File: config.mk
export PLATFORM = sky130hd
export DESIGN_NAME = traffic_light_ctrl
export DESIGN_NICKNAME = d
export VERILOG_FILES = /design/src/rtl/traffic_pkg.sv /design/src/rtl/phase_timer.sv /design/src/rtl/traffic_light_ctrl.sv
export SDC_FILE = /design/constraint.sdc
export NUM_CORES = 1
export LEC_CHECK = 0
export ABC_AREA = 1
export BUFFER_PORTS_ARGS = -buffer_cell sky130_fd_sc_hd__buf_2
export CORE_AREA = 2 2 53 75
export DETAILED_ROUTE_END_ITERATION = 10
export DIE_AREA = 0 0 55 77
export SLEW_MARGIN = 20
export SYNTH_ARGS = -nofsm -noshare
export SYNTH_HDL_FRONTEND = slang
export SYNTH_HIERARCHICAL = 1
export SYNTH_SLANG_ARGS = --single-unit
File: constraint.sdc
create_clock -name clock -period 6.4 [get_ports clock]
set_input_delay 1.92 -clock clock [delete_from_list [all_inputs] [get_ports clock]]
set_output_delay 1.92 -clock clock [all_outputs]
set_load 0.01 [all_outputs]
File: src/rtl/traffic_pkg.sv
// Shared types for the two-approach intersection controller: FSM state codes,
// active-low lamp patterns and the per-approach lamp decode.
package traffic_pkg;

    typedef enum logic [2:0] {
        ALLRED_A = 3'd0,
        GREEN_A  = 3'd1,
        AMBER_A  = 3'd2,
        ALLRED_B = 3'd3,
        GREEN_B  = 3'd4,
        AMBER_B  = 3'd5,
        FLASH    = 3'd6
    } state_t;

    // Active-low lamps: bit2=amber, bit1=red, bit0=green.
    localparam logic [2:0] LAMP_RED   = 3'b101;
    localparam logic [2:0] LAMP_GREEN = 3'b110;
    localparam logic [2:0] LAMP_AMBER = 3'b011;
    localparam logic [2:0] LAMP_DARK  = 3'b111;

    function automatic logic [2:0] lamp_a(input state_t s, input logic blink);
        case (s)
            GREEN_A: return LAMP_GREEN;
            AMBER_A: return LAMP_AMBER;
            FLASH:   return blink ? LAMP_AMBER : LAMP_DARK;
            default: return LAMP_RED;
        endcase
    endfunction

    function automatic logic [2:0] lamp_b(input state_t s, input logic blink);
        case (s)
            GREEN_B: return LAMP_GREEN;
            AMBER_B: return LAMP_AMBER;
            FLASH:   return blink ? LAMP_AMBER : LAMP_DARK;
            default: return LAMP_RED;
        endcase
    endfunction

endpackage

File: src/rtl/phase_timer.sv
// Loadable down-counter that times each controller phase. Load beats tick;
// the count parks at zero until the next load.
module phase_timer #(
    parameter int               CNT_W     = 4,
    parameter logic [CNT_W-1:0] RESET_VAL = '0
) (
    input  logic             clock,
    input  logic             reset,
    input  logic             load,
    input  logic [CNT_W-1:0] load_val,
    input  logic             tick,
    output logic [CNT_W-1:0] value,
    output logic             zero
);

    logic [CNT_W-1:0] r_value;

    // NOTE: registers are written with <= so every flop samples pre-edge values.
    always_ff @(posedge clock) begin
        if (reset) begin
            r_value <= RESET_VAL;
        end else if (load) begin
            r_value <= load_val;
        end else if (tick && (r_value != '0)) begin
            r_value <= r_value - CNT_W'(1);
        end
    end

    assign value = r_value;
    assign zero  = (r_value == '0);

endmodule

File: src/rtl/traffic_light_ctrl.sv
// Two-approach intersection sequencer with pedestrian green cut-short,
// emergency all-red preemption and a flashing-amber maintenance mode.
module traffic_light_ctrl
    import traffic_pkg::*;
#(
    parameter int CNT_W           = 4,
    parameter int GREEN_TICKS     = 5,
    parameter int AMBER_TICKS     = 2,
    parameter int ALLRED_TICKS    = 1,
    parameter int MIN_GREEN_TICKS = 2,
    parameter int FLASH_TICKS     = 1
) (
    input  logic       clock,
    input  logic       reset,
    input  logic       tick,
    input  logic       ped_req,
    input  logic       emergency,
    input  logic       flash_en,
    output logic [2:0] light_a,
    output logic [2:0] light_b,
    output logic [2:0] phase,
    output logic       ped_pend
);

    localparam logic [CNT_W-1:0] GREEN_LOAD  = CNT_W'(GREEN_TICKS - 1);
    localparam logic [CNT_W-1:0] AMBER_LOAD  = CNT_W'(AMBER_TICKS - 1);
    localparam logic [CNT_W-1:0] ALLRED_LOAD = CNT_W'(ALLRED_TICKS - 1);
    localparam logic [CNT_W-1:0] FLASH_LOAD  = CNT_W'(FLASH_TICKS - 1);
    // Counter value at or below which MIN_GREEN_TICKS have elapsed, counting the current tick.
    localparam logic [CNT_W-1:0] GREEN_CUT_AT = CNT_W'(GREEN_TICKS - MIN_GREEN_TICKS);

    state_t           r_state;
    state_t           w_next_state;
    logic             r_blink;
    logic             w_next_blink;
    logic             r_ped_pend;
    logic [2:0]       r_light_a;
    logic [2:0]       r_light_b;
    logic [2:0]       r_phase;
    logic             w_reload;
    logic             w_load;
    logic [CNT_W-1:0] w_load_val;
    logic [CNT_W-1:0] w_cnt;
    logic             w_zero;
    logic             w_expire;
    logic             w_ped_cut;
    logic             w_enter_amber;

    phase_timer #(
        .CNT_W     (CNT_W),
        .RESET_VAL (ALLRED_LOAD)
    ) u_phase_timer (
        .clock    (clock),
        .reset    (reset),
        .load     (w_load),
        .load_val (w_load_val),
        .tick     (tick),
        .value    (w_cnt),
        .zero     (w_zero)
    );

    assign w_expire  = tick && w_zero;
    assign w_ped_cut = tick && r_ped_pend && (w_cnt <= GREEN_CUT_AT);

    always_comb begin
        // NOTE: defaults first so no path leaves a signal unassigned and no latch is inferred.
        w_next_state = r_state;
        w_next_blink = r_blink;
        w_reload     = 1'b0;
        case (r_state)
            ALLRED_A: begin
                if (emergency) begin
                    w_reload = 1'b1;
                end else if (w_expire) begin
                    if (flash_en) w_next_state = FLASH;
                    else          w_next_state = GREEN_A;
                end
            end
            ALLRED_B: begin
                if (emergency) begin
                    w_next_state = ALLRED_A;
                end else if (w_expire) begin
                    if (flash_en) w_next_state = FLASH;
                    else          w_next_state = GREEN_B;
                end
            end
            GREEN_A: if (emergency || w_expire || w_ped_cut) w_next_state = AMBER_A;
            GREEN_B: if (emergency || w_expire || w_ped_cut) w_next_state = AMBER_B;
            AMBER_A: begin
                if (w_expire) begin
                    if (emergency) w_next_state = ALLRED_A;
                    else           w_next_state = ALLRED_B;
                end
            end
            AMBER_B: if (w_expire) w_next_state = ALLRED_A;
            FLASH: begin
                if (emergency || !flash_en) begin
                    w_next_state = ALLRED_A;
                end else if (w_expire) begin
                    w_reload     = 1'b1;
                    w_next_blink = ~r_blink;
                end
            end
            default: w_next_state = ALLRED_A;
        endcase
        // Flash always opens with the amber half so the mode is visible at once.
        if ((w_next_state == FLASH) && (r_state != FLASH)) w_next_blink = 1'b1;
    end

    always_comb begin
        case (w_next_state)
            GREEN_A, GREEN_B: w_load_val = GREEN_LOAD;
            AMBER_A, AMBER_B: w_load_val = AMBER_LOAD;
            FLASH:            w_load_val = FLASH_LOAD;
            default:          w_load_val = ALLRED_LOAD;
        endcase
    end

    assign w_load        = w_reload || (w_next_state != r_state);
    assign w_enter_amber = (w_next_state != r_state) &&
                           ((w_next_state == AMBER_A) || (w_next_state == AMBER_B));

    // Lamps and phase are decoded from the next state so they switch with the state register.
    always_ff @(posedge clock) begin
        if (reset) begin
            r_state    <= ALLRED_A;
            r_blink    <= 1'b0;
            r_ped_pend <= 1'b0;
            r_light_a  <= LAMP_RED;
            r_light_b  <= LAMP_RED;
            r_phase    <= 3'd0;
        end else begin
            r_state    <= w_next_state;
            r_blink    <= w_next_blink;
            r_ped_pend <= ped_req | (r_ped_pend & ~w_enter_amber);
            r_light_a  <= lamp_a(w_next_state, w_next_blink);
            r_light_b  <= lamp_b(w_next_state, w_next_blink);
            r_phase    <= w_next_state;
        end
    end

    assign light_a  = r_light_a;
    assign light_b  = r_light_b;
    assign phase    = r_phase;
    assign ped_pend = r_ped_pend;

endmodule

After elaboration in Yosys (flattened, before gate mapping)
Index checks and enable logic that the tools add are counted.
{"block": "word_totals", "wordCells": 70, "out_inout_bits": 10, "input_bits": 6, "reg_bits": 15}
{"block": "classes", "n_reduce_logical": 18, "n_lt_le_gt_ge": 1, "n_bitwise": 4, "n_eq_ne": 13, "n_mux": 27, "n_addsub": 1}
{"cell": "$mux 3", "count": 11}
{"cell": "$pmux 3 s7", "count": 1}
{"cell": "$eq 3x3->1 const B", "count": 6}
{"cell": "$pmux 3 s3", "count": 2}
{"cell": "$eq 3x2->1 const B", "count": 3}
{"cell": "$mux 4", "count": 2}
{"cell": "$mux 1", "count": 7}
{"cell": "$eq 3x1->1 const B", "count": 2}
{"cell": "$logic_and 1x1->1", "count": 6}
{"cell": "$pmux 3 s2", "count": 1}
{"cell": "$logic_or 1x1->1", "count": 5}
{"cell": "$le 4x2->1 const B", "count": 1}
{"cell": "$logic_not 4->1", "count": 1}
{"cell": "$mux 2", "count": 2}
{"cell": "$reduce_bool 4->1", "count": 1}
{"cell": "$reduce_or 2->1", "count": 2}
{"cell": "$sub 4x1->4 const B", "count": 1}
{"cell": "$logic_not 3->1", "count": 1}
{"cell": "$ne 3x3->1", "count": 1}
{"cell": "$ne 3x3->1 const B", "count": 1}
{"cell": "$not 1->1", "count": 2}
{"cell": "$pmux 1 s2", "count": 1}
{"cell": "$reduce_bool 2->1", "count": 1}
{"cell": "$and 1x1->1", "count": 1}
{"cell": "2 further kinds", "count": 2}

Longest topological paths before layout
{"block": "logic_depth", "word_depth": 12, "mapped_depth": 20}

Modules after synthesis
Netlist, hierarchy kept.
{"mod": "traffic_light_ctrl", "instances": 1, "area_each_um2": 795.8, "cells_per_inst": 123}
{"mod": "phase_timer", "instances": 1, "area_each_um2": 274.0, "cells_per_inst": 41}

Worst setup path before layout
Ideal clock, no wire load.
{"block": "synth_timing", "path_kind": "input -> register", "from": "in tick", "to": "reg u_phase_timer.r_value[3] (netlist: u_phase_timer/value[3])", "setup_slack_ns": 3.060, "path_buffers": 0, "setup_ns": 0.115, "path_stages": 13, "arrival_time_ns": 3.226, "path_cell_list": "a21oi_2 nand2_2 a21oi_2 nand3_2 nand2_1 nand2_1 nand2_1 nor2_1 o21ai_0 inv_2 or2_0 nand3_1 a21oi_2"}
{"block": "synth_between", "elab_chain_len": 8}
{"element": "start: declaration", "line_no": "traffic_light_ctrl.sv:15", "text": "input logic tick,"}
{"element": "$logic_and 1x1->1 (on tied branches)", "line_no": "traffic_light_ctrl.sv:62, traffic_light_ctrl.sv:63"}
{"element": "$logic_or 1x1->1 or $logic_and 1x1->1 (tied branches)", "line_no": "traffic_light_ctrl.sv:87, traffic_light_ctrl.sv:88, traffic_light_ctrl.sv:63"}
{"element": "$logic_or 1x1->1", "line_no": "traffic_light_ctrl.sv:87, traffic_light_ctrl.sv:88"}
{"element": "$mux 3 (on tied branches)", "line_no": "traffic_light_ctrl.sv:88, traffic_light_ctrl.sv:87"}
{"element": "$pmux 3 s7", "line_no": "traffic_light_ctrl.sv:70", "text": "case (r_state)"}
{"element": "$ne 3x3->1", "line_no": "traffic_light_ctrl.sv:119", "text": "assign w_load = w_reload || (w_next_state != r_state);"}
{"element": "$logic_or 1x1->1 (*)", "line_no": "traffic_light_ctrl.sv:119"}
{"element": "via w_load", "line_no": "traffic_light_ctrl.sv:41", "text": "logic w_load;"}
{"element": "$mux 4 or $reduce_bool 2->1 (tied branches)"}
{"element": "end signal: assignment", "line_no": "phase_timer.sv:23", "text": "r_value <= load_val;"}
{"element": "end signal: assignment", "line_no": "phase_timer.sv:25", "text": "r_value <= r_value - CNT_W'(1);"}
{"element": "end: declaration", "line_no": "phase_timer.sv:16", "text": "logic [CNT_W-1:0] r_value;"}
Mark *: on every way through the listed nets, which the timed path passes. The rest lies on a longest branch.
A chain may end at the register's enable or synchronous reset.

Worst setup path after layout
{"block": "layout_timing", "from": "in tick", "to": "reg u_phase_timer.r_value[2] (netlist: u_phase_timer/value[2])"}
The elaborated chain is that of the path after synthesis.

==> results.sh <==
export IMPL_drive_gt1_share_pct=30.2
export IMPL_wirelength_mm=2.40
export IMPL_diodes=0
export IMPL_r2r_end="u_phase_timer/value[2]"
export IMPL_grt_pass1_wl_mm=4.40
export IMPL_synthTopCellsByCount="39 x nand2_1, 20 x nor2_1, 17 x nand3_1"
export IMPL_grt_pass1_vias=1004
export IMPL_status="completed"
export IMPL_grt_use_total_pct=13.6
export IMPL_required_ns=6.54
export IMPL_power_per_cell_area_nw_per_um2=465
export IMPL_synth_compound_area_share_pct=9.71
export IMPL_final_util_pct=34.2
export IMPL_rsz0062_at_grt="false"
export IMPL_yosys_warnings=6
export IMPL_syn2layout_area_growth_pct=14.5
export IMPL_vias=1027
export IMPL_fin_nets=190
export IMPL_synth_top_family_by_area="simple AND/OR/NAND/NOR gates"
export IMPL_yosys_area_top_type="dfxtp_1"
export IMPL_m1WireLength_mm=1.05
export IMPL_min_period_ns=3.49
export IMPL_critPathTopFamily="simple AND/OR/NAND/NOR gates"
export IMPL_place_area_um2=1180
export IMPL_topRoutingLayerUsed="met4"
export IMPL_synthMuxAreaShare_pct=0
export IMPL_setup_viol=0
export IMPL_clock_tree_buffer_depth=2
export IMPL_clkLatencyLatePin_ns=0.24
export IMPL_ant_nets=0
export IMPL_critPathLaunchType="input port"
export IMPL_synth_seq_cells=15
export IMPL_cts_setup_buffers=0
export IMPL_yosysSeqAreaShare_pct=28.1
export IMPL_wl_per_cell_um=10.7
export IMPL_r2r_setup_slack_ns=3.89
export IMPL_antenna_found_initial=0
export IMPL_gr_total_overflow=0
export IMPL_path_class="input port to register"
export IMPL_yosysMostFrequentCell="nand2_1"
export IMPL_fin_ws_ns=2.91
export IMPL_crit_buf_inv=2
export IMPL_crit_chain="buf_2, a21oi_2, nand2_2, nand2_1, nand2_1, nand3_2, nand2_1, nand2_1, nand2_1, nor2_1, o21ai_0, inv_2, nand2_1, o22ai_1, nand2_1, nand2_1, nor2_1"
export IMPL_pre_cts_ws_ns=2.64
export IMPL_worstSetupEndpoint="u_phase_timer/value[2]"
export IMPL_synth_ff_type="dfxtp_1"
export IMPL_clock_root_buffer="clkbuf_8"
export IMPL_post_route_cell_area_um2=1220
export IMPL_skew_ns=0.00216
export IMPL_cts_tree="done"
export IMPL_gp_congestion=0.836
export IMPL_crit_top_cell="nand2_1"
export IMPL_hpwlAfterDp_mm=2.01
export IMPL_synthAdderAreaFrac_pct=1.17
export IMPL_routed_wl_met3_um=58
export IMPL_post_cts_resized=0
export IMPL_slowest_delay_ns=0.23
export IMPL_io_pins=16
export IMPL_yosys_area_share_simple_pct=48.9
export IMPL_met2_length_mm=1.25
export IMPL_final_setup_tns_ns=0
export IMPL_synthesis_area_um2=1070
export IMPL_slew_violations=0
export IMPL_avgSynthCellArea_um2=6.52
export IMPL_async_flop_share_pct=0
export IMPL_cp_arrival_ns=3.63
export IMPL_grt_max_degree=11
export IMPL_vdd_ir_drop_max_v=0.000119
export IMPL_first_pass_iters=4
export IMPL_worst_hold_path_type="register to register"
export IMPL_die_x_um=55
export IMPL_portBuffers=15
export IMPL_power_leakage_nw=0.627
export IMPL_path_max_fanout=7
export IMPL_initial_core_util_pct=29.9
export IMPL_worst_r2r_startpoint="u_phase_timer/value[0]"
export IMPL_ys_top_cells_by_area="dfxtp_1 28%, nand2_1 14%, nand3_1 8.0%, nor2_1 7.0%, nand3_2 5.6%"
export IMPL_numCtsBuffers=3
export IMPL_hold_viol_final=0
export IMPL_max_slew_margin_rel_pct=66.0
export IMPL_max_cap_violations=0
export IMPL_p_total_mw=0.570
export IMPL_path_clk_slew_ns=0.06
export IMPL_synth_top_cell_area_share_pct=28.1
export IMPL_fmax_ghz=0.286
export IMPL_core_rowCount=26
export IMPL_cp_end_kind="register"
export IMPL_reg2reg_depth=20
export IMPL_die_area_um2=4240
export IMPL_synthXorXnorAreaFrac_pct=0.819
export IMPL_tightest_slew_ns=0.509
export IMPL_coreArea_um2=3580
export IMPL_vias_per_cell=4.58
export IMPL_hold_buffers=0
export IMPL_synth_edff_count=0
export IMPL_htreeDepth=1
export IMPL_finalCritPeriodShare_pct=54.6
export IMPL_synth_cells=164
export IMPL_drt_iter0_markers=22
export IMPL_cp_startpoint="tick"
export IMPL_cts_num_sinks=15
export IMPL_die_h_um=77
export IMPL_cp_slowest_cell="a21oi_2"
export IMPL_drc_errors=0
export IMPL_cp_depth=17
export IMPL_min_path_cells=2
export IMPL_ys_types=25
==> worst register-to-register path, cell delays in order, from the launching register on <==
cell     delay (ns)
dfxtp_1        0.34
inv_1          0.07
ha_1           0.23
nand3_2        0.11
inv_1          0.10
a21oi_2        0.22
nand2_2        0.11
nand2_1        0.07
nand2_1        0.12
nand3_2        0.12
nand2_1        0.05
nand2_1        0.08
nand2_1        0.06
nor2_1         0.08
o21ai_0        0.15
inv_2          0.16
nand2_1        0.07
o22ai_1        0.10
nand2_1        0.06
nand2_1        0.06
nor2_1         0.04
==> worst min-delay path by stage <==
stage / startpoint / endpoint / slack (ns)
2_1_floorplan: u_phase_timer/value[3] / u_phase_timer/value[3] / 0.48
3_3_place_gp: ped_pend / ped_pend / 0.48
3_5_place_dp: ped_pend / ped_pend / 0.49
4_1_cts: ped_pend / ped_pend / 0.50
5_1_grt: ped_pend / ped_pend / 0.53
6_report: ped_pend / ped_pend / 0.49
==> through the flow <==
step / hold slack (ns) / cells
2_1_floorplan: 0.476 / 165
3_5_place_dp: 0.489 / 220
6_report: 0.492 / 224
4_1_cts: 0.500 / 224
5_1_grt: 0.530 / 224
3_3_place_gp: 0.481 / 220
==> state kept, by name, indices dropped and copies added (netlist names) <==
signal and count:
phase 3, u_phase_timer/value 4, ped_pend 1, light_a 3, r_blink 1, light_b 3
==> cell usage in the layout, fill, tap and decap left out, drive strengths merged <==
cell type	synthesis	final
nand2	47	47
nor2	26	26
nand3	23	23
inv	23	23
buf	2	15
dfxtp	15	15
o21ai	8	8
a21oi	7	7
nand4	6	6
clkbuf	0	3
clkinv	2	3
conb	1	2
or2	1	1
o22ai	1	1
xor2	1	1
ha	1	1
==> metal layers <==
metal / vias up / global-route usage [%]
li1: 556 / -
met1: 443 / 16.7
met2: 24 / 22.4
met3: 4 / 1.36
met4: 0 / 6.59
met5: - / 0
==> power by group <==
group,switching (mW),total (mW),internal (mW)
Clock,0.0323,0.0753,0.0430
Sequential,0.0334,0.154,0.121
Combinational,0.219,0.340,0.122
==> logic make-up after synthesis <==
| logic type | Yosys count |
|---|---|
| AO/OA/AOI/OAI | 16 |
| other | 1 |
| adder cells (fa/ha/maj) | 1 |
| flip-flops | 15 |
| buffers and inverters | 27 |
| XOR/XNOR | 1 |
| AND/OR/NAND/NOR | 103 |
==> layout make-up <==
class | count | area (um2)
tap | 42 | 52.6
clock buffer | 3 | 41.3
multi-input combinational | 123 | 656
fill | 434 | 2350
sequential | 15 | 300
inverter | 25 | 95.1
clock inverter | 1 | 5.00
timing repair buffer | 15 | 75.1
No activity file was read; power rests on OpenSTA's default activity.
